$ cat src/rtl/mult_share_arbiter.sv
// Round-robin shared signed 24x18 multiplier with pattern detect and a saturating match counter.
// Optional runtime pattern/mask compare is enabled with `define MULT_SHARE_CFG_PATTERN_EN.
module mult_share_arbiter #(
    parameter int                 NUM_REQ = 4,
    parameter logic signed [42:0] PATTERN = 43'sd1235678,
    parameter int                 CNT_W   = 16
) (
    input  logic                         clk_i,
    input  logic                         rst_ni,
    input  logic [NUM_REQ-1:0]           req_valid_i,
    output logic [NUM_REQ-1:0]           req_ready_o,
    input  logic [NUM_REQ*24-1:0]        req_a_i,
    input  logic [NUM_REQ*18-1:0]        req_b_i,
`ifdef MULT_SHARE_CFG_PATTERN_EN
    input  logic signed [42:0]           cfg_pattern_i,
    input  logic [42:0]                  cfg_mask_i,
`endif
    output logic                         resp_valid_o,
    input  logic                         resp_ready_i,
    output logic [$clog2(NUM_REQ)-1:0]   resp_id_o,
    output logic signed [42:0]           resp_res_o,
    output logic                         resp_match_o,
    output logic [CNT_W-1:0]             match_cnt_o,
    output logic                         busy_o
);

    localparam int ID_W = $clog2(NUM_REQ);

    logic [NUM_REQ-1:0] grant;
    logic [ID_W-1:0]    grantId;
    logic               anyGrant;
    logic               adv1;
    logic               adv2;
    int                 searchIdx;

    logic [ID_W-1:0]    ptr_q, ptr_d;
    logic               s1Valid_q, s1Valid_d;
    logic signed [23:0] s1A_q, s1A_d;
    logic signed [17:0] s1B_q, s1B_d;
    logic [ID_W-1:0]    s1Id_q, s1Id_d;
    logic               s2Valid_q, s2Valid_d;
    logic signed [42:0] s2Res_q, s2Res_d;
    logic               s2Match_q, s2Match_d;
    logic [ID_W-1:0]    s2Id_q, s2Id_d;
    logic [CNT_W-1:0]   cnt_q, cnt_d;

    logic signed [42:0] product;
    logic               productMatch;

    assign adv2 = !s2Valid_q || resp_ready_i;
    assign adv1 = !s1Valid_q || adv2;

    // Search starts at the pointer and wraps, so the first valid requester after the last winner is granted.
    always_comb begin
        grant     = '0;
        grantId   = '0;
        anyGrant  = 1'b0;
        searchIdx = 0;
        for (int i = 0; i < NUM_REQ; i++) begin
            searchIdx = int'(ptr_q) + i;
            if (searchIdx >= NUM_REQ) begin
                searchIdx = searchIdx - NUM_REQ;
            end
            if (!anyGrant && req_valid_i[searchIdx]) begin
                anyGrant         = 1'b1;
                grant[searchIdx] = 1'b1;
                grantId          = ID_W'(searchIdx);
            end
        end
    end

    assign req_ready_o = (adv1 && rst_ni) ? grant : '0;

    assign product = $signed({{19{s1A_q[23]}}, s1A_q}) * $signed({{25{s1B_q[17]}}, s1B_q});

`ifdef MULT_SHARE_CFG_PATTERN_EN
    assign productMatch = (((product ^ cfg_pattern_i) & ~cfg_mask_i) == 43'd0);
`else
    assign productMatch = (product == PATTERN);
`endif

    always_comb begin
        ptr_d     = ptr_q;
        s1Valid_d = s1Valid_q;
        s1A_d     = s1A_q;
        s1B_d     = s1B_q;
        s1Id_d    = s1Id_q;
        s2Valid_d = s2Valid_q;
        s2Res_d   = s2Res_q;
        s2Match_d = s2Match_q;
        s2Id_d    = s2Id_q;
        cnt_d     = cnt_q;

        if (adv1) begin
            s1Valid_d = anyGrant;
            if (anyGrant) begin
                s1A_d  = req_a_i[int'(grantId)*24 +: 24];
                s1B_d  = req_b_i[int'(grantId)*18 +: 18];
                s1Id_d = grantId;
                ptr_d  = (grantId == ID_W'(NUM_REQ-1)) ? '0 : grantId + 1'b1;
            end
        end

        if (adv2) begin
            s2Valid_d = s1Valid_q;
            s2Res_d   = product;
            s2Match_d = productMatch;
            s2Id_d    = s1Id_q;
        end

        if (s2Valid_q && resp_ready_i && s2Match_q && (cnt_q != '1)) begin
            cnt_d = cnt_q + 1'b1;
        end
    end

    always_ff @(posedge clk_i or negedge rst_ni) begin
        if (!rst_ni) begin
            ptr_q     <= '0;
            s1Valid_q <= 1'b0;
            s1A_q     <= '0;
            s1B_q     <= '0;
            s1Id_q    <= '0;
            s2Valid_q <= 1'b0;
            s2Res_q   <= '0;
            s2Match_q <= 1'b0;
            s2Id_q    <= '0;
            cnt_q     <= '0;
        end else begin
            ptr_q     <= ptr_d;
            s1Valid_q <= s1Valid_d;
            s1A_q     <= s1A_d;
            s1B_q     <= s1B_d;
            s1Id_q    <= s1Id_d;
            s2Valid_q <= s2Valid_d;
            s2Res_q   <= s2Res_d;
            s2Match_q <= s2Match_d;
            s2Id_q    <= s2Id_d;
            cnt_q     <= cnt_d;
        end
    end

    assign resp_valid_o = s2Valid_q;
    assign resp_id_o    = s2Id_q;
    assign resp_res_o   = s2Res_q;
    assign resp_match_o = s2Match_q;
    assign match_cnt_o  = cnt_q;
    assign busy_o       = s1Valid_q || s2Valid_q;

endmodule

$ cat config.mk
export PLATFORM = sky130hd
export DESIGN_NAME = mult_share_arbiter
export DESIGN_NICKNAME = d
export VERILOG_FILES = /design/src/rtl/mult_share_arbiter.sv
export SDC_FILE = /design/constraint.sdc
export NUM_CORES = 1
export LEC_CHECK = 0
export CAP_MARGIN = 10
export CORE_UTILIZATION = 54
export CTS_BUF_LIST = sky130_fd_sc_hd__clkbuf_4 sky130_fd_sc_hd__clkbuf_8
export DETAILED_ROUTE_END_ITERATION = 16
export PLACE_DENSITY = 0.8
export SLEW_MARGIN = 10
export SYNTH_ARGS = -nofsm -noshare
export SYNTH_HDL_FRONTEND = slang
export SYNTH_SLANG_ARGS = --single-unit
export TNS_END_PERCENT = 30
$ cat constraint.sdc
create_clock -name clk_i -period 6.78 [get_ports clk_i]
set_input_delay 0.678 -clock clk_i [delete_from_list [all_inputs] [get_ports clk_i]]
set_output_delay 0.678 -clock clk_i [all_outputs]
set_load 0.03 [all_outputs]
Yosys cells after proc, flatten, opt, wreduce, memory -nomap -nowiden. Index checks and enable logic that the tools add are counted.

Bits of input ports: 175. Memories: 0. Bits in latches: 0. Word-level logic and storage cells: 100. Memory bits (read-only): 0. Output and inout port bits: 68. RAM bits: 0. Register bits: 109.

Add/subtract/negate cells: 9. Shift-type cells: 2. Bitwise operators: 3. Multiplexer cells: 38. Eq/ne operators: 3. Magnitude comparators: 12. Reductions and logical operators: 20. Div/mod/pow operators: 0. Multipliers: 3.

Operators by type and width (count): greater-or-equal comparator 32 x 1 -> 1 bit, second input constant (4); < comparator 32 x 4 -> 1 bit, second input constant (4); 2-to-1 mux 32 bit (4); variable part select 96 x 8 -> 24 bit (1); variable part select 72 x 8 -> 18 bit (1); == test 42 x 22 -> 1 bit, second input constant (1); multiplier 24 x 18 -> 42 bit (1); 2-to-1 mux 4 bit (5); adder 16 x 1 -> 16 bit, second input constant (1); 2-to-1 mux 1 bit (16); != test 16 bit, second input constant (1); bitwise OR 4 bit (3); subtractor 3 x 3 -> 4 bit, second input constant (3); logical AND 1 bit (11); 2-to-1 mux 2 bit (5); greater-or-equal comparator 3 bit, second input constant (3); binary-select mux 1 bit (select 2 bit) (4); demux 1 bit (select 2 bit) (4); adder 2 x 2 -> 3 bit, second input constant (2); multiplier 2 x 4 -> 6 bit, second input constant (1); logical NOT 1 bit (5); multiplier 2 x 2 -> 4 bit, second input constant (1); subtractor 2 x 3 -> 4 bit, second input constant (1); adder 2 x 1 -> 3 bit, second input constant (1); 5 further kinds (7).

Depth between registers and ports, before layout. Gate-level depths: netlist of run 1.

Word-level depth: 17. Depth in mapped cells: 28. Gate-level depth less buffers: 25.

Worst setup path after synthesis of run 1. Ideal clock, no wire load.

Kind: reg2reg. Start point: register s1A_q[23]. End point: register s2Match_q (netlist: resp_match_o). Cell stages (with the launch flop): 28. Library setup time: 66 ps. Data arrival time: 6629 ps. Setup slack: 85 ps. Required time: 6714 ps. Cell sequence: dfrtp_1 clkbuf_1 clkbuf_1 and2_1 fa_1 inv_1 fa_1 inv_1 ha_1 inv_1 fa_1 inv_1 fa_1 inv_1 fa_1 inv_1 ha_1 clkbuf_1 a21oi_1 nand2_1 a31oi_1 o2bb2ai_1 or3_1 a21oi_1 nand4_1 nor4_2 o2111ai_1 nand2_1.

Cells in the longest elaborated chain, start to end: 2.

Ends and longest elaborated chain: from (decl) (line 38) `logic signed [23:0] s1A_q, s1A_d;`; from (signal assigned) (line 120) `s1A_q <= '0;`; from (signal assigned) (line 131) `s1A_q <= s1A_d;`; multiplier 24 x 18 -> 42 bit (line 74) `assign product = $signed({{19{s1A_q[23]}}, s1A_q}) * $signed({{25{s1B_q[17]}}, s1B_q});`; == test 42 x 22 -> 1 bit (line 79) `assign productMatch = (product == PATTERN);`; to (signal assigned) (line 136) `s2Match_q <= s2Match_d;`; to (decl) (line 43) `logic s2Match_q, s2Match_d;`.

No other way between the ends. A chain may end at the register's enable or synchronous reset.

Final worst setup path of run 1.
Start point: register s1B_q[8]. End point: register s2Match_q (netlist: resp_match_o).

Cells in the longest elaborated chain, start to end: 2.

Ends and longest elaborated chain: from (decl) (line 39) `logic signed [17:0] s1B_q, s1B_d;`; from (signal assigned) (line 121) `s1B_q <= '0;`; from (signal assigned) (line 132) `s1B_q <= s1B_d;`; multiplier 24 x 18 -> 42 bit (line 74); == test 42 x 22 -> 1 bit (line 79).

No other way between the ends.

==> impl_metrics.ini, run 1 <==
[grt]
grt_start_max_net_pins = 91
grt_pass1_wl_um = 98100
antenna_found_initial = 0
grt_use_total_pct = 30.6
grt_pass1_vias = 19800
grt-ovfl-total = 0

[floorplanning]
die_area_um2 = 40700
rows = 72
io_pins = 243
core_area_um2 = 39000
die_h_um = 202
initial_core_util_pct = 55.2
die_w_um = 202

[critical_path]
endpoint = resp_match_o
worst_ep_required_time_ps = 7090
worstSetupPathType = reg -> reg
r2r_cells = 25
cp.arrival_ps = 6940
r2r_start = s1B_q[8]
worst-path-max-fanout = 5
endpoint_kind = flop
rr_endpoint = resp_match_o
critPathLaunchType = flop
critPathLaunch = s1B_q[8]
rrSetupSlack_ps = 140

[yosys]
yosysUniqueCellTypes = 70
synth_edf_count = 0
yosysSeqAreaShare_pct = 12.7
netlist_area_um2 = 21500
synth_area_per_cell_um2 = 8.34
synthCells = 2584
synth_area_leaders = fa_1, dfrtp_1, inv_1
ys_async_sr_fraction_pct = 100
synth_top_area_cell = fa_1
ys_ff_latch = 109
yosysWarnings = 0
yosysMostFrequentCell = inv_1
ys.flop_type = dfrtp_1
synth_top_area_share_pct = 39.5
yosys-top-cells-count = inv_1, nand2_1, fa_1, nor2_1, and2_1
syn-num-nets = 3296

[cells_and_area]
fin_util_pct = 68.6
final_nets = 3625
drive_above_1_share_pct = 13.0
area.growth.synth_to_final_pct = 24.1
fillCellCount = 3033

[clock_network]
cts_buffer_depth = 2
htree_levels = 3
clk_latency_ps = 420
path_clk_slew_ps = 120
holdBufCountCts = 0
clock-sinks = 109
clock-root-buffer = clkbuf_8
cts_buffers = 9
cts_tree = yes

[timing]
max_freq_mhz = 151
hold_slack_ps = 324
period_share_pct = 97.9
fin_ws_ps = 144
final_max_slew_viol_count = 0
min_period_ps = 6640
slew_headroom_pct = 43.6
hold_viol = 0
tightestPinTransition_ps = 845
setup_viol = 0
fin_skew_ps = 28.7

[place]
hpwlAfterDp_um = 51200
post-place-ws_ps = -237
portBuffers = 242
place.gp.congestion = 0.962

[drt]
drt_pass1_iterations = 8
route.detailed.drc = 0
vias_per_cell = 5.43
drtIter0Drc = 1277
wl_per_cell_um = 18.3
ant_nets = 0
routed_wl_um = 62900
vias = 18700

[hold_path]
hold_path.class = in -> async

[job]
max_cap_viol_count = 0

[outcome]
outcome = complete, no violations
## layout make-up
type                            instances  area [um2]  share of cell area (%)
Antenna cell                            1        2.50                 0.00936
Sequential cell                       109        2770                    10.4
Clock buffer                            9         124                   0.463
Clock inverter                          7        72.6                   0.271
Timing Repair Buffer                  454        4280                    16.0
Inverter                              519        1950                    7.30
Tap cell                              518         648                    2.42
Multi-Input combinational cell       1820       16900                    63.2
## sequential cells by signal, indices dropped and copies added, names as in the netlist, 2 cells and up
| name | cells |
|---|---|
| ptr_q | 2 |
| s1Id_q | 2 |
| resp_id_o | 2 |
| match_cnt_o | 16 |
| s1B_q | 18 |
| s1A_q | 24 |
| resp_res_o | 42 |
## cells in the final DEF (no fill, tap or decap), types with 6 or more instances in the layout
cell	count
buf_12	16
o21a_1	6
fa_1	420
xor2_1	12
ha_4	12
and2_1	143
inv_2	6
o21ai_0	107
a21oi_1	31
nor2_2	7
dfrtp_2	34
and3_1	9
buf_6	17
clkbuf_8	9
nand4_1	11
buf_4	174
a21o_1	11
dfrtp_1	74
nand2b_1	11
ha_1	95
a21oi_2	13
xnor2_1	32
nor2_1	185
nand3_1	54
clkdlybuf4s50_1	241
inv_1	512
nor3_1	8
nand2_1	505
## worst max-delay path: stages (launching register included)
cell       delay, ps
dfrtp_2          400
buf_6            150
buf_4            150
nand2_1           90
fa_1             530
inv_1             50
fa_1             530
inv_1             70
fa_1             500
inv_1             70
fa_1             480
fa_1             520
inv_1             50
fa_1             540
inv_1             80
ha_4             290
nand4_1          100
a21oi_2          220
o2111ai_4        150
o211a_4          280
or4b_4           580
a21bo_2          220
a211oi_2         230
nor4_2            90
o2111ai_1        110
nand2_1           70
## routing by layer
metal | routed length (um) | global-route usage (%)
met4 | 3140 | 14.8
met2 | 32500 | 55.2
met3 | 4160 | 4.00
met5 | 0 | 0
met1 | 23100 | 35.8
## worst min-delay path by stage
stage | startpoint | endpoint | slack (ps) | cells past startpoint
6_report | rst_ni | resp_id_o[0] | 320 | 1
5_1_grt | rst_ni | resp_id_o[0] | 370 | 1
4_1_cts | rst_ni | match_cnt_o[12] | 350 | 1
3_5_place_dp | resp_res_o[37] | resp_res_o[37] | 460 | 2
3_3_place_gp | resp_res_o[39] | resp_res_o[39] | 450 | 2
2_1_floorplan | rst_ni | match_cnt_o[0] | 380 | 0
## logic make-up (layout without fill, tap and decap cells)
family                   after synthesis  count (layout)  share of synthesized area [%]
XOR/XNOR                              48              48                           1.95
multiplexers                           9               9                          0.679
flip-flops                           109             109                           12.7
other                                  0               1                              0
AO/OA/AOI/OAI                        252             252                           7.32
AND/OR/NAND/NOR                      974             974                           19.9
adder cells (fa/ha/maj)              537             537                           46.0
buffers and inverters                655             989                           11.5
## timing repair
item                       4_1_cts  5_1_grt
pin swaps                        1       79
setup buffers                    4       66
resized for setup               19      150
setup endpoints to repair        4        7
## metrics by stage
step,setup TNS [ps],std cells,area (um2)
floorplan,0,2584,21500
global placement,-235,3351,25300
detailed placement,-426,3351,25300
CTS,0,3371,25500
global route,-117,3436,26700
finish,0,3437,26700
Power of run 1 is left out: the tool's default activity adds up to more than one toggle a clock period on the data nets, which glitch-free logic cannot reach.
==> run 2: changes to the inputs <==
--- a/config.mk
+++ b/config.mk
@@ -5,7 +5,6 @@
 export SDC_FILE = /design/constraint.sdc
 export NUM_CORES = 1
 export LEC_CHECK = 0
-export CAP_MARGIN = 10
 export CORE_UTILIZATION = 54
 export CTS_BUF_LIST = sky130_fd_sc_hd__clkbuf_4 sky130_fd_sc_hd__clkbuf_8
 export DETAILED_ROUTE_END_ITERATION = 16
==> results of run 2 <==
Same layout as run 1: the final DEF is identical, and so are final timing and power.
Power of run 2 is left out for the same reason.
==> run 3: changes to the inputs <==
--- a/config.mk
+++ b/config.mk
@@ -9,6 +9,7 @@
 export CTS_BUF_LIST = sky130_fd_sc_hd__clkbuf_4 sky130_fd_sc_hd__clkbuf_8
 export DETAILED_ROUTE_END_ITERATION = 16
 export PLACE_DENSITY = 0.8
+export SETUP_SLACK_MARGIN = 0.05
 export SLEW_MARGIN = 10
 export SYNTH_ARGS = -nofsm -noshare
 export SYNTH_HDL_FRONTEND = slang
==> run 3 against run 2 <==
Against the previous run:
- first-iteration DRC count grew 5.0%
- global-route usage about the same
- via count grew 1.2%
- core utilization up 0.55 points
- flip-flop and latch count unchanged
- worst hold slack worse by 1.9 ps
- largest cell class unchanged
- worst setup slack improved by 26 ps
- maximum frequency rose by 0.39%
- routed wire length is 2.7% higher
==> impl_metrics.ini, run 3 (synthesized netlist as in run 1, its figures left out) <==
[drt]
routed_wl_um = 64600
route.detailed.drc = 0
ant_nets = 0
vias_per_cell = 5.48
drt_pass1_iterations = 8
vias = 18900
wl_per_cell_um = 18.7
drtIter0Drc = 1341

[outcome]
outcome = complete, no violations

[floorplanning]
core_area_um2 = 39000
die_w_um = 202
rows = 72
initial_core_util_pct = 55.2
die_h_um = 202
die_area_um2 = 40700
io_pins = 243

[timing]
max_freq_mhz = 151
period_share_pct = 97.5
min_period_ps = 6610
hold_viol = 0
rsz0062_at_grt = yes
final_max_slew_viol_count = 0
slew_headroom_pct = 42.3
setup_viol = 0
tightestPinTransition_ps = 866
fin_skew_ps = 25.9

[grt]
grt-ovfl-total = 0
antenna_found_initial = 1
grt_use_total_pct = 30.6
grt_pass1_wl_um = 98200
grt_pass1_vias = 19800
grt_start_max_net_pins = 91

[critical_path]
worst-path-max-fanout = 5
rrSetupSlack_ps = 170
worst_ep_required_time_ps = 7130
rr_endpoint = resp_match_o
endpoint_kind = flop
critPathLaunchType = flop
r2r_cells = 23
cp.arrival_ps = 6960
worstSetupPathType = reg -> reg
r2r_start = s1B_q[5]

[clock_network]
clock-sinks = 109
cts_buffers = 9
clock-root-buffer = clkbuf_8
path_clk_slew_ps = 120
htree_levels = 3
cts_tree = yes
cts_buffer_depth = 2
clk_latency_ps = 410

[cells_and_area]
fillCellCount = 2983
area.growth.synth_to_final_pct = 25.1
antenna_cells = 0
multi_input_area_um2 = 17000
final_nets = 3641
drive_above_1_share_pct = 14.2
layout_common_cells = inv_1, nand2_1, fa_1
design_area_um2 = 27000
largest_reg_flops = 42
final_common_cell = inv_1
regArea_um2 = 2780

[hold_path]
hold_path.class = in -> async

[place]
hpwlAfterDp_um = 51200
portBuffers = 242
place.gp.congestion = 0.962
dpl_cell_area_um2 = 25300

[job]
max_cap_viol_count = 0
-- run 3: cell count changes in the layout (fill, tap and decap cells not counted), moves of 3 or more --
| cell | delta |
|---|---|
| buf_6 | +9 |
| inv_2 | +7 |
| buf_4 | +10 |
| clkbuf_4 | -3 |
| inv_1 | -7 |
-- run 3: how the worst max path moves through the flow --
stage,start,endpoint,slack (ps),depth (start not counted)
finish,s1B_q[5],resp_match_o,170,23
floorplan,s1A_q[23],resp_match_o,80,27
detailed placement,s1B_q[8],resp_match_o,-240,23
global placement,s1B_q[9],resp_match_o,-170,22
CTS,s1A_q[18],resp_match_o,50,24
global route,s1B_q[6],resp_match_o,-50,24
-- run 3: layout make-up --
type                    instances  share of cell area (%)
inverters                     519                    7.24
well taps                     518                    2.40
clock buffers                   9                   0.459
flip-flops and latches        109                    10.3
multi-input cells            1820                    62.9
repair buffers                470                    16.4
clock inverters                 7                   0.269
-- run 3: metal layers --
metal | part of all wire (%) | vias up | routed length (um) | global-route usage, %
met5 | 0 | - | 0 | 0
met4 | 5.5 | 0 | 3570 | 14.8
met3 | 7.1 | 216 | 4610 | 4.00
met2 | 51 | 858 | 32800 | 55.2
met1 | 37 | 9397 | 23600 | 35.8
li1 | - | 8429 | - | -
-- run 3: what timing repair did --
item                                    in CTS  in global routing
gates resized for setup                     28                177
cloned                                       0                  2
endpoints found under the setup margin       7                  7
hold buffers                                 0                  0
pin swaps                                    1                 99
setup buffers                                4                 79
-- run 3: per-stage QoR --
step                setup slack (ps)  util (%)  setup TNS, ps  std cells  hold WS (ps)
floorplan                       85.0         -              0       2584           382
global placement                -171      64.8           -235       3351           454
detailed placement              -237      64.8           -426       3351           457
CTS                             46.9      65.5              0       3371           346
global route                   -46.0      69.1          -52.5       3452           373
finish                           170      69.1              0       3452           323
-- run 3: critical path, stage by stage (launching register included) --
cell	delay [ps]
dfrtp_2	510
buf_4	160
and2_1	150
fa_1	520
fa_1	530
inv_1	70
fa_1	500
inv_1	80
fa_1	480
fa_1	520
inv_1	50
fa_1	560
inv_2	50
ha_4	280
nand4_1	100
a21oi_2	210
o2111ai_4	140
o211a_4	280
or4b_4	580
a21boi_4	190
o211a_1	200
o21a_1	180
o2111ai_1	130
nand2_1	90
Power of run 3 is left out for the same reason.
